### config.mk
export PLATFORM = sky130hd
export DESIGN_NAME = myprotocol_rx
export DESIGN_NICKNAME = d
export VERILOG_FILES = /design/src/rtl/myprotocol_pkg.sv /design/src/rtl/myprotocol_rx_gap_timer.sv /design/src/rtl/myprotocol_rx.sv
export SDC_FILE = /design/constraint.sdc
export NUM_CORES = 1
export LEC_CHECK = 0
export ABC_AREA = 1
export CAP_MARGIN = 10
export CORE_UTILIZATION = 53
export CTS_BUF_LIST = sky130_fd_sc_hd__clkbuf_4 sky130_fd_sc_hd__clkbuf_8 sky130_fd_sc_hd__clkbuf_16
export CTS_CLUSTER_SIZE = 16
export DETAILED_ROUTE_END_ITERATION = 8
export PLACE_DENSITY = 0.83
export SLEW_MARGIN = 20
export SYNTH_ARGS = -nofsm -noshare
export SYNTH_HDL_FRONTEND = slang
export SYNTH_HIERARCHICAL = 1
export SYNTH_SLANG_ARGS = --single-unit
### constraint.sdc
create_clock -name clk -period 2.51 [get_ports clk]
set_clock_uncertainty 0.15 [all_clocks]
set_input_delay 0.502 -clock clk [delete_from_list [all_inputs] [get_ports clk]]
set_output_delay 0.502 -clock clk [all_outputs]
set_load 0.005 [all_outputs]
### src/rtl/myprotocol_pkg.sv
// Shared definitions for the myprotocol receiver and transmitter.
package myprotocol_pkg;
  localparam int DEF_DATA_W  = 8;
  localparam int DEF_TIMEOUT = 15;
  localparam int FRAME_CNT_W = 8;

  typedef enum logic [1:0] {
    ST_IDLE   = 2'd0,
    ST_DATA   = 2'd1,
    ST_PARITY = 2'd2,
    ST_DONE   = 2'd3
  } state_t;
endpackage

### src/rtl/myprotocol_rx_gap_timer.sv
// Counts consecutive sig1-low cycles inside a frame; pulses expire on gap cycle TIMEOUT+1.
module myprotocol_rx_gap_timer
  import myprotocol_pkg::*;
#(
  parameter int TIMEOUT = DEF_TIMEOUT
) (
  input  logic clk,
  input  logic rst,
  input  logic en,
  input  logic clr,
  input  logic sig1,
  output logic expire
);
  localparam int CW = $clog2(TIMEOUT + 2);

  logic [CW-1:0] cnt;

  always_ff @(posedge clk or negedge rst) begin
    if (!rst)                  cnt <= '0;
    else if (!en || clr || sig1) cnt <= '0;
    else                       cnt <= cnt + CW'(1);
  end

  // cnt holds the gaps already seen, so this cycle is gap number cnt+1
  assign expire = en & ~clr & ~sig1 & (cnt == CW'(TIMEOUT));
endmodule

### src/rtl/myprotocol_rx.sv
// Serial frame receiver: sig3 start, sig1-qualified sig2 bits MSB first, optional even parity.
// Build option: define MYPROTOCOL_RX_PARITY_EN to receive a trailing parity bit per frame.
module myprotocol_rx
  import myprotocol_pkg::*;
#(
  parameter int DATA_W  = DEF_DATA_W,
  parameter int TIMEOUT = DEF_TIMEOUT
) (
  input  logic                   clk,
  input  logic                   rst,
  input  logic                   sig1,
  input  logic                   sig2,
  input  logic                   sig3,
  output logic [DATA_W-1:0]      rx_data,
  output logic                   rx_valid,
  output logic                   parity_err,
  output logic                   frame_err,
  output logic [FRAME_CNT_W-1:0] frame_cnt,
  output logic                   busy
);
  localparam int BW = $clog2(DATA_W + 1);

  state_t            state, state_nxt;
  logic [DATA_W-1:0] shreg;
  logic [BW-1:0]     bitcnt;
  logic              expire, abort, sample, load, in_frame;

  assign in_frame = (state == ST_DATA) || (state == ST_PARITY);

  myprotocol_rx_gap_timer #(.TIMEOUT(TIMEOUT)) u_gap (
    .clk    (clk),
    .rst    (rst),
    .en     (in_frame),
    .clr    (sig3),
    .sig1   (sig1),
    .expire (expire)
  );

  always_ff @(posedge clk or negedge rst) begin
    if (!rst) state <= ST_IDLE;
    else      state <= state_nxt;
  end

  // restart is checked before expire so a coincident timeout yields one abort
  always_comb begin
    state_nxt = state;
    abort     = 1'b0;
    sample    = 1'b0;
    load      = 1'b0;
    case (state)
      ST_IDLE: if (sig3) state_nxt = ST_DATA;
      ST_DATA: begin
        if (sig3) begin
          abort     = 1'b1;
          state_nxt = ST_DATA;
        end else if (expire) begin
          abort     = 1'b1;
          state_nxt = ST_IDLE;
        end else if (sig1) begin
          sample = 1'b1;
          if (bitcnt == BW'(DATA_W - 1)) begin
`ifdef MYPROTOCOL_RX_PARITY_EN
            state_nxt = ST_PARITY;
`else
            state_nxt = ST_DONE;
            load      = 1'b1;
`endif
          end
        end
      end
`ifdef MYPROTOCOL_RX_PARITY_EN
      ST_PARITY: begin
        if (sig3) begin
          abort     = 1'b1;
          state_nxt = ST_DATA;
        end else if (expire) begin
          abort     = 1'b1;
          state_nxt = ST_IDLE;
        end else if (sig1) begin
          state_nxt = ST_DONE;
          load      = 1'b1;
        end
      end
`endif
      ST_DONE: state_nxt = sig3 ? ST_DATA : ST_IDLE;
      default: state_nxt = ST_IDLE;
    endcase
  end

  always_ff @(posedge clk or negedge rst) begin
    if (!rst) begin
      shreg     <= '0;
      bitcnt    <= '0;
      rx_data   <= '0;
      frame_err <= 1'b0;
      frame_cnt <= '0;
    end else begin
      frame_err <= abort;
      if (sig3)        bitcnt <= '0;
      else if (sample) bitcnt <= bitcnt + BW'(1);
      if (sample) shreg <= {shreg[DATA_W-2:0], sig2};
      if (load) begin
`ifdef MYPROTOCOL_RX_PARITY_EN
        rx_data <= shreg;
`else
        rx_data <= {shreg[DATA_W-2:0], sig2};
`endif
      end
      if (state == ST_DONE && !parity_err) frame_cnt <= frame_cnt + FRAME_CNT_W'(1);
    end
  end

`ifdef MYPROTOCOL_RX_PARITY_EN
  logic perr_q;
  always_ff @(posedge clk or negedge rst) begin
    if (!rst)      perr_q <= 1'b0;
    else if (load) perr_q <= ^{shreg, sig2};
    else           perr_q <= 1'b0;
  end
  assign parity_err = perr_q;
`else
  assign parity_err = 1'b0;
`endif

  assign rx_valid = (state == ST_DONE);
  assign busy     = (state != ST_IDLE);
endmodule
== After elaboration in Yosys (flattened, before gate mapping) ==
Index checks and enable logic that the tools add are counted.

* Register bits: 35
* Output and inout bits: 20
* Logic and storage cells: 53

* Add/sub/neg operators: 3
* Eq/ne operators: 8
* Muxes and demuxes: 22
* Bitwise operators: 5
* Reductions and logical operators: 8

{| class="wikitable"
|+ Operators by type and width
! operator !! count
|-
| two-way mux 1 bit || 13
|-
| two-way mux 2 bit || 5
|-
| adder 8 x 1 -> 8 bit, second input constant || 1
|-
| two-way mux 4 bit || 2
|-
| case mux 2 bit (3 select lines) || 1
|-
| adder 5 x 1 -> 5 bit, second input constant || 1
|-
| equality test 5 x 4 -> 1 bit, second input constant || 1
|-
| two-way mux 5 bit || 1
|-
| adder 4 x 1 -> 4 bit, second input constant || 1
|-
| equality test 2 bit, second input constant || 2
|-
| equality test 4 x 3 -> 1 bit, second input constant || 1
|-
| != test 4 x 3 -> 1 bit, second input constant || 1
|-
| != test 4 bit, second input constant || 1
|-
| nonzero test 2 bit || 2
|-
| AND 1 bit || 3
|-
| logical OR 1 bit || 3
|-
| AND reduction 3 bit || 1
|-
| equality test 2 x 1 -> 1 bit, second input constant || 1
|-
| logical NOT 2 bit || 1
|-
| != test 2 bit, second input constant || 1
|-
| NOT 1 bit || 2
|-
| logical NOT 1 bit || 1
|}

== Depth between registers and ports, before layout ==
Gate-level depths: netlist of the first run.

* Word-level depth: 10
* Depth in mapped cells: 13
* Gate-level depth less buffers: 13

== By module ==
Netlist of the first run, hierarchy kept.

{| class="wikitable"
|+ By module, submodules not included
! module !! instances !! cells each !! area an instance (µm²)
|-
| myprotocol_rx || 1 || 166 || 1437.6
|-
| myprotocol_rx_gap_timer || 1 || 29 || 251.5
|}

== Least setup slack after synthesis of the first run ==
No wires, ideal clock.

* Path kind: reg-to-reg
* From: register state[0]
* To: register rx_data[0]
* Library setup time: 0.117 ns
* Arrival time: 1.583 ns
* Required time: 2.243 ns
* Path slack: 0.660 ns
* Stages on the path, launching flop included: 11
* Path buffers: 0
* Period minus slack after synthesis: 1.850 ns
* Cell sequence: dfrtp_1 inv_1 ha_1 nand3b_4 nor2_1 nor2_4 nand3_4 nor2_8 nand2_4 nand2_1 nand2_1

* Word-level cells in the longest chain between the ends: 8
* Elaborated cells between the ends (all ways): 9
* Classes of those cells: 2 x eq/ne; 3 x mux; 3 x bitwise; 1 x reduce/logical

{| class="wikitable"
|+ Ends and longest elaborated chain
! item !! line !! RTL
|-
| start, declared || myprotocol_rx.sv:23 || <nowiki>state_t state, state_nxt;</nowiki>
|-
| start signal, assigned || myprotocol_rx.sv:41 || <nowiki>else state <= state_nxt;</nowiki>
|-
| equality test 2 x 1 -> 1 bit or equality test 2 bit (tied branches) || myprotocol_rx.sv:28 || <nowiki>assign in_frame = (state == ST_DATA) || (state == ST_PARITY);</nowiki>
|-
| logical OR 1 bit (*) || myprotocol_rx.sv:28 ||
|-
| named net in_frame || myprotocol_rx.sv:26 || <nowiki>logic expire, abort, sample, load, in_frame;</nowiki>
|-
| AND 1 bit (*) (3 in a row) || myprotocol_rx_gap_timer.sv:25 || <nowiki>assign expire = en & ~clr & ~sig1 & (cnt == CW'(TIMEOUT));</nowiki>
|-
| named net expire || myprotocol_rx.sv:26 ||
|-
| two-way mux 1 bit (*) || myprotocol_rx.sv:56 || <nowiki>end else if (expire) begin</nowiki>
|-
| two-way mux 1 bit (*) || myprotocol_rx.sv:53 || <nowiki>if (sig3) begin</nowiki>
|-
| two-way mux 1 bit (*) || myprotocol_rx.sv:50 || <nowiki>case (state)</nowiki>
|-
| end signal, assigned || myprotocol_rx.sv:106 || <nowiki>rx_data <= {shreg[DATA_W-2:0], sig2};</nowiki>
|-
| end, declared || myprotocol_rx.sv:14 || <nowiki>output logic [DATA_W-1:0] rx_data,</nowiki>
|}

Mark *: on every way through the listed nets, which the timed path passes. The rest lies on a longest branch.
A chain may end at the register's enable or synchronous reset.

== Worst setup path in the final report of the first run ==
* From: register state[0]
* To: output port busy

* Word-level cells in the longest chain between the ends: 1

{| class="wikitable"
|+ Ends and longest elaborated chain
! item !! line !! RTL
|-
| nonzero test 2 bit || myprotocol_rx.sv:126 || <nowiki>assign busy = (state != ST_IDLE);</nowiki>
|-
| end, declared || myprotocol_rx.sv:19 || <nowiki>output logic busy</nowiki>
|}

No other way between the ends.

==> flow_metrics.env, run 1 <==
export IMPL_hold_viol=0
export IMPL_ioPinCount=25
export IMPL_final_common_cell="nand2_1"
export IMPL_insertion_delay_ns=0.33
export IMPL_first_global_vias=1137
export IMPL_max_stage_delay_ns=0.49
export IMPL_rows=20
export IMPL_route_met3_wl_um=81
export IMPL_cp_end_kind="output port"
export IMPL_syn2layout_area_growth_pct=20.30
export IMPL_cts_resized=0
export IMPL_worst_path_most_repeated_cell="inv_1"
export IMPL_total_power_w=0.001248
export IMPL_final_cell_mix="nand2_1 (72), dfrtp_1 (35), clkdlybuf4s50_1 (23)"
export IMPL_status="finished, final reports clean"
export IMPL_syn_area_per_cell_um2=8.662
export IMPL_met1_length_um=1335
export IMPL_fillers=248
export IMPL_fin_util_pct=67.11
export IMPL_yosys_warnings=6
export IMPL_tritoncts="yes"
export IMPL_rsz0062_at_grt="no"
export IMPL_synth_cells=195
export IMPL_p_leak_nw=1.092
export IMPL_synth_seq_area_share_pct=51.85
export IMPL_hold_buffers=0
export IMPL_diodes=0
export IMPL_gp_congestion=0.7892
export IMPL_die_h_um=58.46
export IMPL_min_path_type="reg2reg"
export IMPL_slowest_stage="clkdlybuf4s50_1"
export IMPL_drt_iter0_drc=45
export IMPL_core_area_um2=3028
export IMPL_drtPass1Iterations=4
export IMPL_num_vias=1258
export IMPL_grt_use_total_pct=18.99
export IMPL_wl_per_cell_um=10.11
export IMPL_ir_worst_vdd_mv=0.4332
export IMPL_syn_num_nets=208
export IMPL_crit_chain="inv_1 -> ha_1 -> inv_1 -> clkdlybuf4s50_1"
export IMPL_worst_ep_required_time_ns=1.86
export IMPL_top_layer_used="met4"
export IMPL_cts_inserted_buffers=5
export IMPL_cp_data_arrival_time_ns=1.64
export IMPL_clockBufferDepth=2
export IMPL_syn_area_um2=1689
export IMPL_die_w_um=58.46
export IMPL_drc_errors=0
export IMPL_grt_overflow=0
export IMPL_cp_start_kind="flip-flop"
export IMPL_dr_wl_met2_um=1247
export IMPL_crit_path_max_fanout=5
export IMPL_postRouteAntennaNets=0
export IMPL_crit_type="reg2out"
export IMPL_setup_tns_ns=0
export IMPL_drv_cap=0
export IMPL_htreeDepth=2
export IMPL_dpl_hpwl_um=2067
export IMPL_setup_viol=0
export IMPL_clk_pin_slew_ns=0.10
export IMPL_cts_sinks=35
export IMPL_grt_antenna_before_repair=0
export IMPL_grt_pass1_wl_um=4836
export IMPL_period_share_pct=91.43
export IMPL_cts_root_buf="clkbuf_4"
export IMPL_port_buffers=23
export IMPL_start_util_pct=55.79
export IMPL_grt_max_degree=36
export IMPL_ys_types=25
export IMPL_final_max_slew_viol_count=0
export IMPL_p_per_area_nw_per_um2=614.2
export IMPL_fmax_mhz=435.8
export IMPL_post_cts_buffers=0
export IMPL_wl_um=2731
export IMPL_synth_seq_cells=35
export IMPL_routed_via_density=4.659
export IMPL_drive_gt1_share_pct=8.407
export IMPL_final_net_count=238
export IMPL_period_minus_slack_ns=2.295
export IMPL_dieArea_um2=3417
[registers in the layout, indices dropped and copies added, names as in the netlist]
signal,count
frame_cnt,8
frame_err,1
u_gap/cnt,5
rx_data,8
shreg,7
state,2
bitcnt,4
[cell usage after synthesis]
cell,number,share of area (%)
xor2_1,5,2.6
inv_1,19,4.2
nand2_4,1,0.67
nand3b_1,1,0.44
buf_6,1,0.67
conb_1,1,0.22
clkbuf_1,1,0.22
nand3_1,14,4.1
o21ai_0,1,0.30
o21bai_1,1,0.44
xnor2_1,1,0.52
or2_2,1,0.37
nor2_8,1,1.2
ha_1,8,5.9
dfrtp_1,35,52
nor2_1,20,4.4
inv_2,2,0.44
nand4_1,3,1.1
nand2_1,72,16
o21ai_1,1,0.30
nor2_4,1,0.67
buf_4,1,0.44
nand3_4,1,1.0
nand3b_4,1,1.2
nor3_1,2,0.59
[path summary, 6_finish.rpt]
check	startpoint	end	slack, ns	cells past startpoint
max	state[0]$_DFFE_PN0P_	busy	0.22	4
min	u_gap/cnt[0]$_DFF_PN0_	u_gap/cnt[0]$_DFF_PN0_	0.32	1
max reg2reg	state[0]$_DFFE_PN0P_	rx_data[7]$_DFFE_PN0P_	0.43	10
min reg2reg	u_gap/cnt[0]$_DFF_PN0_	u_gap/cnt[0]$_DFF_PN0_	0.32	1
max in group asynchronous	rst	u_gap/cnt[2]$_DFF_PN0_	1.50	2
min in group asynchronous	rst	frame_cnt[0]$_DFFE_PN0N_	0.40	2
[critical path, delay by kind of cell, from the launching register on]
kind       cells  cell delay, ns
buf+inv        3            0.66
fa+ha+maj      1            0.20
flops          1            0.44
[cell type report]
cell class | instances | area [µm²] | share of cell area (%)
tap | 44 | 55.05 | 2.709
clock buffer | 6 | 45.04 | 2.217
inverter | 21 | 78.83 | 3.879
sequential | 35 | 875.8 | 43.10
clock inverter | 2 | 12.51 | 0.6158
timing repair buffer | 26 | 252.7 | 12.44
multi-input combinational | 136 | 711.9 | 35.04
[per-stage QoR]
stage / hold slack, ns / area (µm²) / instances / worst slack, ns
final: 0.3171 / 2032 / 270 / 0.2152
after global placement: 0.3030 / 1974 / 262 / 0.3091
after CTS: 0.3177 / 2032 / 270 / 0.1901
after detailed placement: 0.3046 / 1974 / 262 / 0.2451
after floorplan: 0.05641 / 1689 / 195 / 0.6603
after global routing: 0.3510 / 2032 / 270 / 0.1059
[routing by layer]
metal / up-vias / track usage (%)
met5: - / 0
met2: 20 / 30.21
li1: 664 / -
met3: 7 / 5.934
met1: 567 / 24.17
met4: 0 / 7.823
[kinds of logic after synthesis]
family	count (synthesis)	synth area share, %
AND/OR/NAND/NOR	118	31.85
flip-flops	35	51.85
buffers and inverters	24	6.000
adder cells (fa/ha/maj)	8	5.926
XOR/XNOR	6	3.111
AO/OA/AOI/OAI	3	1.037
other	1	0.2220
[power by group]
part | switching (W) | internal [W] | total, W
sequential | 0.0000572 | 0.000633 | 0.000690
clock | 0.000180 | 0.000119 | 0.000299
combinational | 0.000149 | 0.000109 | 0.000259
(Power assumes the default switching activity.)
==> inputs of run 2 (changes only) <==
--- a/config.mk
+++ b/config.mk
@@ -11,8 +11,8 @@
 export CTS_BUF_LIST = sky130_fd_sc_hd__clkbuf_4 sky130_fd_sc_hd__clkbuf_8 sky130_fd_sc_hd__clkbuf_16
 export CTS_CLUSTER_SIZE = 16
 export DETAILED_ROUTE_END_ITERATION = 8
+export MAX_ROUTING_LAYER = met4
 export PLACE_DENSITY = 0.83
-export SLEW_MARGIN = 20
 export SYNTH_ARGS = -nofsm -noshare
 export SYNTH_HDL_FRONTEND = slang
 export SYNTH_HIERARCHICAL = 1
==> flow_metrics.env, run 2 (synthesis gave the netlist of run 1 again) <==
export IMPL_crit_path_max_fanout=5
export IMPL_setup_viol=0
export IMPL_final_max_slew_viol_count=0
export IMPL_core_area_um2=3028
export IMPL_wl_um=2724
export IMPL_cts_inserted_buffers=5
export IMPL_grt_pass1_wl_um=4836
export IMPL_power_frac_seq_pct=55.3
export IMPL_cp_endpoint="busy"
export IMPL_drt_iter0_drc=45
export IMPL_switching_power_w=0.0003862
export IMPL_grt_antenna_before_repair=0
export IMPL_hold_buffers=0
export IMPL_r2r_worst_path_cells=10
export IMPL_path_buf_inv=3
export IMPL_crit_type="reg2out"
export IMPL_clk_pin_slew_ns=0.10
export IMPL_postRouteAntennaNets=0
export IMPL_die_h_um=58.46
export IMPL_clkPwrFrac_pct=24.0
export IMPL_htreeDepth=2
export IMPL_drive_gt1_share_pct=8.407
export IMPL_sw_frac_of_total_pct=30.96
export IMPL_final_net_count=238
export IMPL_p_per_area_nw_per_um2=613.8
export IMPL_port_buffers=23
export IMPL_drv_cap=0
export IMPL_grt_use_total_pct=19.57
export IMPL_clockBufferDepth=2
export IMPL_reg_top3="frame_cnt x8, rx_data x8, shreg x7"
export IMPL_worst_path_most_repeated_cell="inv_1"
export IMPL_max_stage_delay_ns=0.49
export IMPL_num_vias=1262
export IMPL_gp_congestion=0.8002
export IMPL_diodes=0
export IMPL_cts_root_buf="clkbuf_4"
export IMPL_routed_via_density=4.674
export IMPL_period_share_pct=91.50
export IMPL_grt_max_degree=36
export IMPL_syn2layout_area_growth_pct=20.30
export IMPL_placed_cell_area_um2=1974
export IMPL_dieArea_um2=3417
export IMPL_cp_data_arrival_time_ns=1.64
export IMPL_final_area_um2=2032
export IMPL_cts_sinks=35
export IMPL_rsz0062_at_grt="no"
export IMPL_p_leak_nw=1.092
export IMPL_grt_overflow=0
export IMPL_period_minus_slack_ns=2.297
export IMPL_post_cts_buffers=0
export IMPL_min_path_type="reg2reg"
export IMPL_drtPass1Iterations=4
export IMPL_ff2ff_setup_slack_ns=0.42
export IMPL_cp_end_kind="output port"
export IMPL_r2r_start="state[0]$_DFFE_PN0P_"
export IMPL_crit_family="buffers and inverters"
export IMPL_wl_per_cell_um=10.09
export IMPL_ioPinCount=25
export IMPL_insertion_delay_ns=0.34
export IMPL_start_util_pct=55.79
export IMPL_first_global_vias=1137
export IMPL_drc_errors=0
export IMPL_startpoint="state[0]$_DFFE_PN0P_"
export IMPL_ir_worst_vdd_mv=0.4301
export IMPL_crit_chain="inv_1 -> ha_1 -> inv_1 -> clkdlybuf4s50_1"
export IMPL_power_frac_comb_pct=20.7
export IMPL_fmax_mhz=435.4
export IMPL_slowest_stage="clkdlybuf4s50_1"
export IMPL_critical_path_depth=4
export IMPL_hold_viol=0
export IMPL_status="finished, final reports clean"
export IMPL_final_common_cell="nand2_1"
export IMPL_tritoncts="yes"
export IMPL_rows=20
export IMPL_cts_resized=0
export IMPL_die_w_um=58.46
export IMPL_final_cell_mix="nand2_1 (72), dfrtp_1 (35), clkdlybuf4s50_1 (23)"
export IMPL_dpl_hpwl_um=2067
export IMPL_r2r_end="rx_data[7]$_DFFE_PN0P_"
export IMPL_intPower_w=0.0008610
export IMPL_worst_ep_required_time_ns=1.86
export IMPL_cp_start_kind="flip-flop"
export IMPL_setup_tns_ns=0
run 2: cell counts in the layout (fill, tap and decap cells not counted):
No cell type changed its count.
run 2: per-layer routing:
metal | up-vias | routed length [µm] | track usage, %
met1 | 572 | 1331 | 24.17
li1 | 663 | - | -
met5 | - | 0 | -
met2 | 20 | 1245 | 30.21
met4 | 0 | 65 | 7.823
met3 | 7 | 81 | 5.934
run 2: final cells by class:
| cell class | count | area (µm²) |
|---|---|---|
| Sequential cell | 35 | 875.8 |
| Clock inverter | 2 | 12.51 |
| Clock buffer | 6 | 45.04 |
| Inverter | 21 | 78.83 |
| Multi-Input combinational cell | 136 | 711.9 |
| Tap cell | 44 | 55.05 |
| Fill cell | 248 | 996.0 |
| Timing Repair Buffer | 26 | 252.7 |
run 2: power by group through the flow:
| stage | combinational [W] | clock, W | sequential [W] |
|---|---|---|---|
| finish | 0.000258 | 0.000299 | 0.000690 |
| global route | 0.000292 | 0.000347 | 0.000697 |
| CTS | 0.000263 | 0.000313 | 0.000689 |
| detailed placement | 0.000262 | 0 | 0.000699 |
| global placement | 0.000260 | 0 | 0.000698 |
| floorplan | 0.000187 | 0 | 0.000686 |
run 2: stage by stage:
| stage | std cells | hold WS (ns) | setup slack (ns) | power (W) | util (%) |
|---|---|---|---|---|---|
| 2_1_floorplan | 195 | 0.05641 | 0.6603 | 0.0008731 | - |
| 3_3_place_gp | 262 | 0.3030 | 0.3091 | 0.0009574 | 65.21 |
| 3_5_place_dp | 262 | 0.3046 | 0.2451 | 0.0009617 | 65.21 |
| 4_1_cts | 270 | 0.3177 | 0.1901 | 0.001264 | 67.11 |
| 5_1_grt | 270 | 0.3510 | 0.1059 | 0.001336 | 67.11 |
| 6_report | 270 | 0.3171 | 0.2134 | 0.001247 | 67.11 |
run 2: worst min path at each step:
stage,end,cells after the start,startpoint,slack (ns)
final,u_gap/cnt[0]$_DFF_PN0_,1,u_gap/cnt[0]$_DFF_PN0_,0.32
after global routing,rx_data[0]$_DFFE_PN0P_,2,rx_data[0]$_DFFE_PN0P_,0.35
after global placement,u_gap/cnt[0]$_DFF_PN0_,1,u_gap/cnt[0]$_DFF_PN0_,0.30
after floorplan,bitcnt[0]$_DFFE_PN0P_,0,rst,0.06
after detailed placement,u_gap/cnt[0]$_DFF_PN0_,1,u_gap/cnt[0]$_DFF_PN0_,0.30
after CTS,u_gap/cnt[0]$_DFF_PN0_,1,u_gap/cnt[0]$_DFF_PN0_,0.32
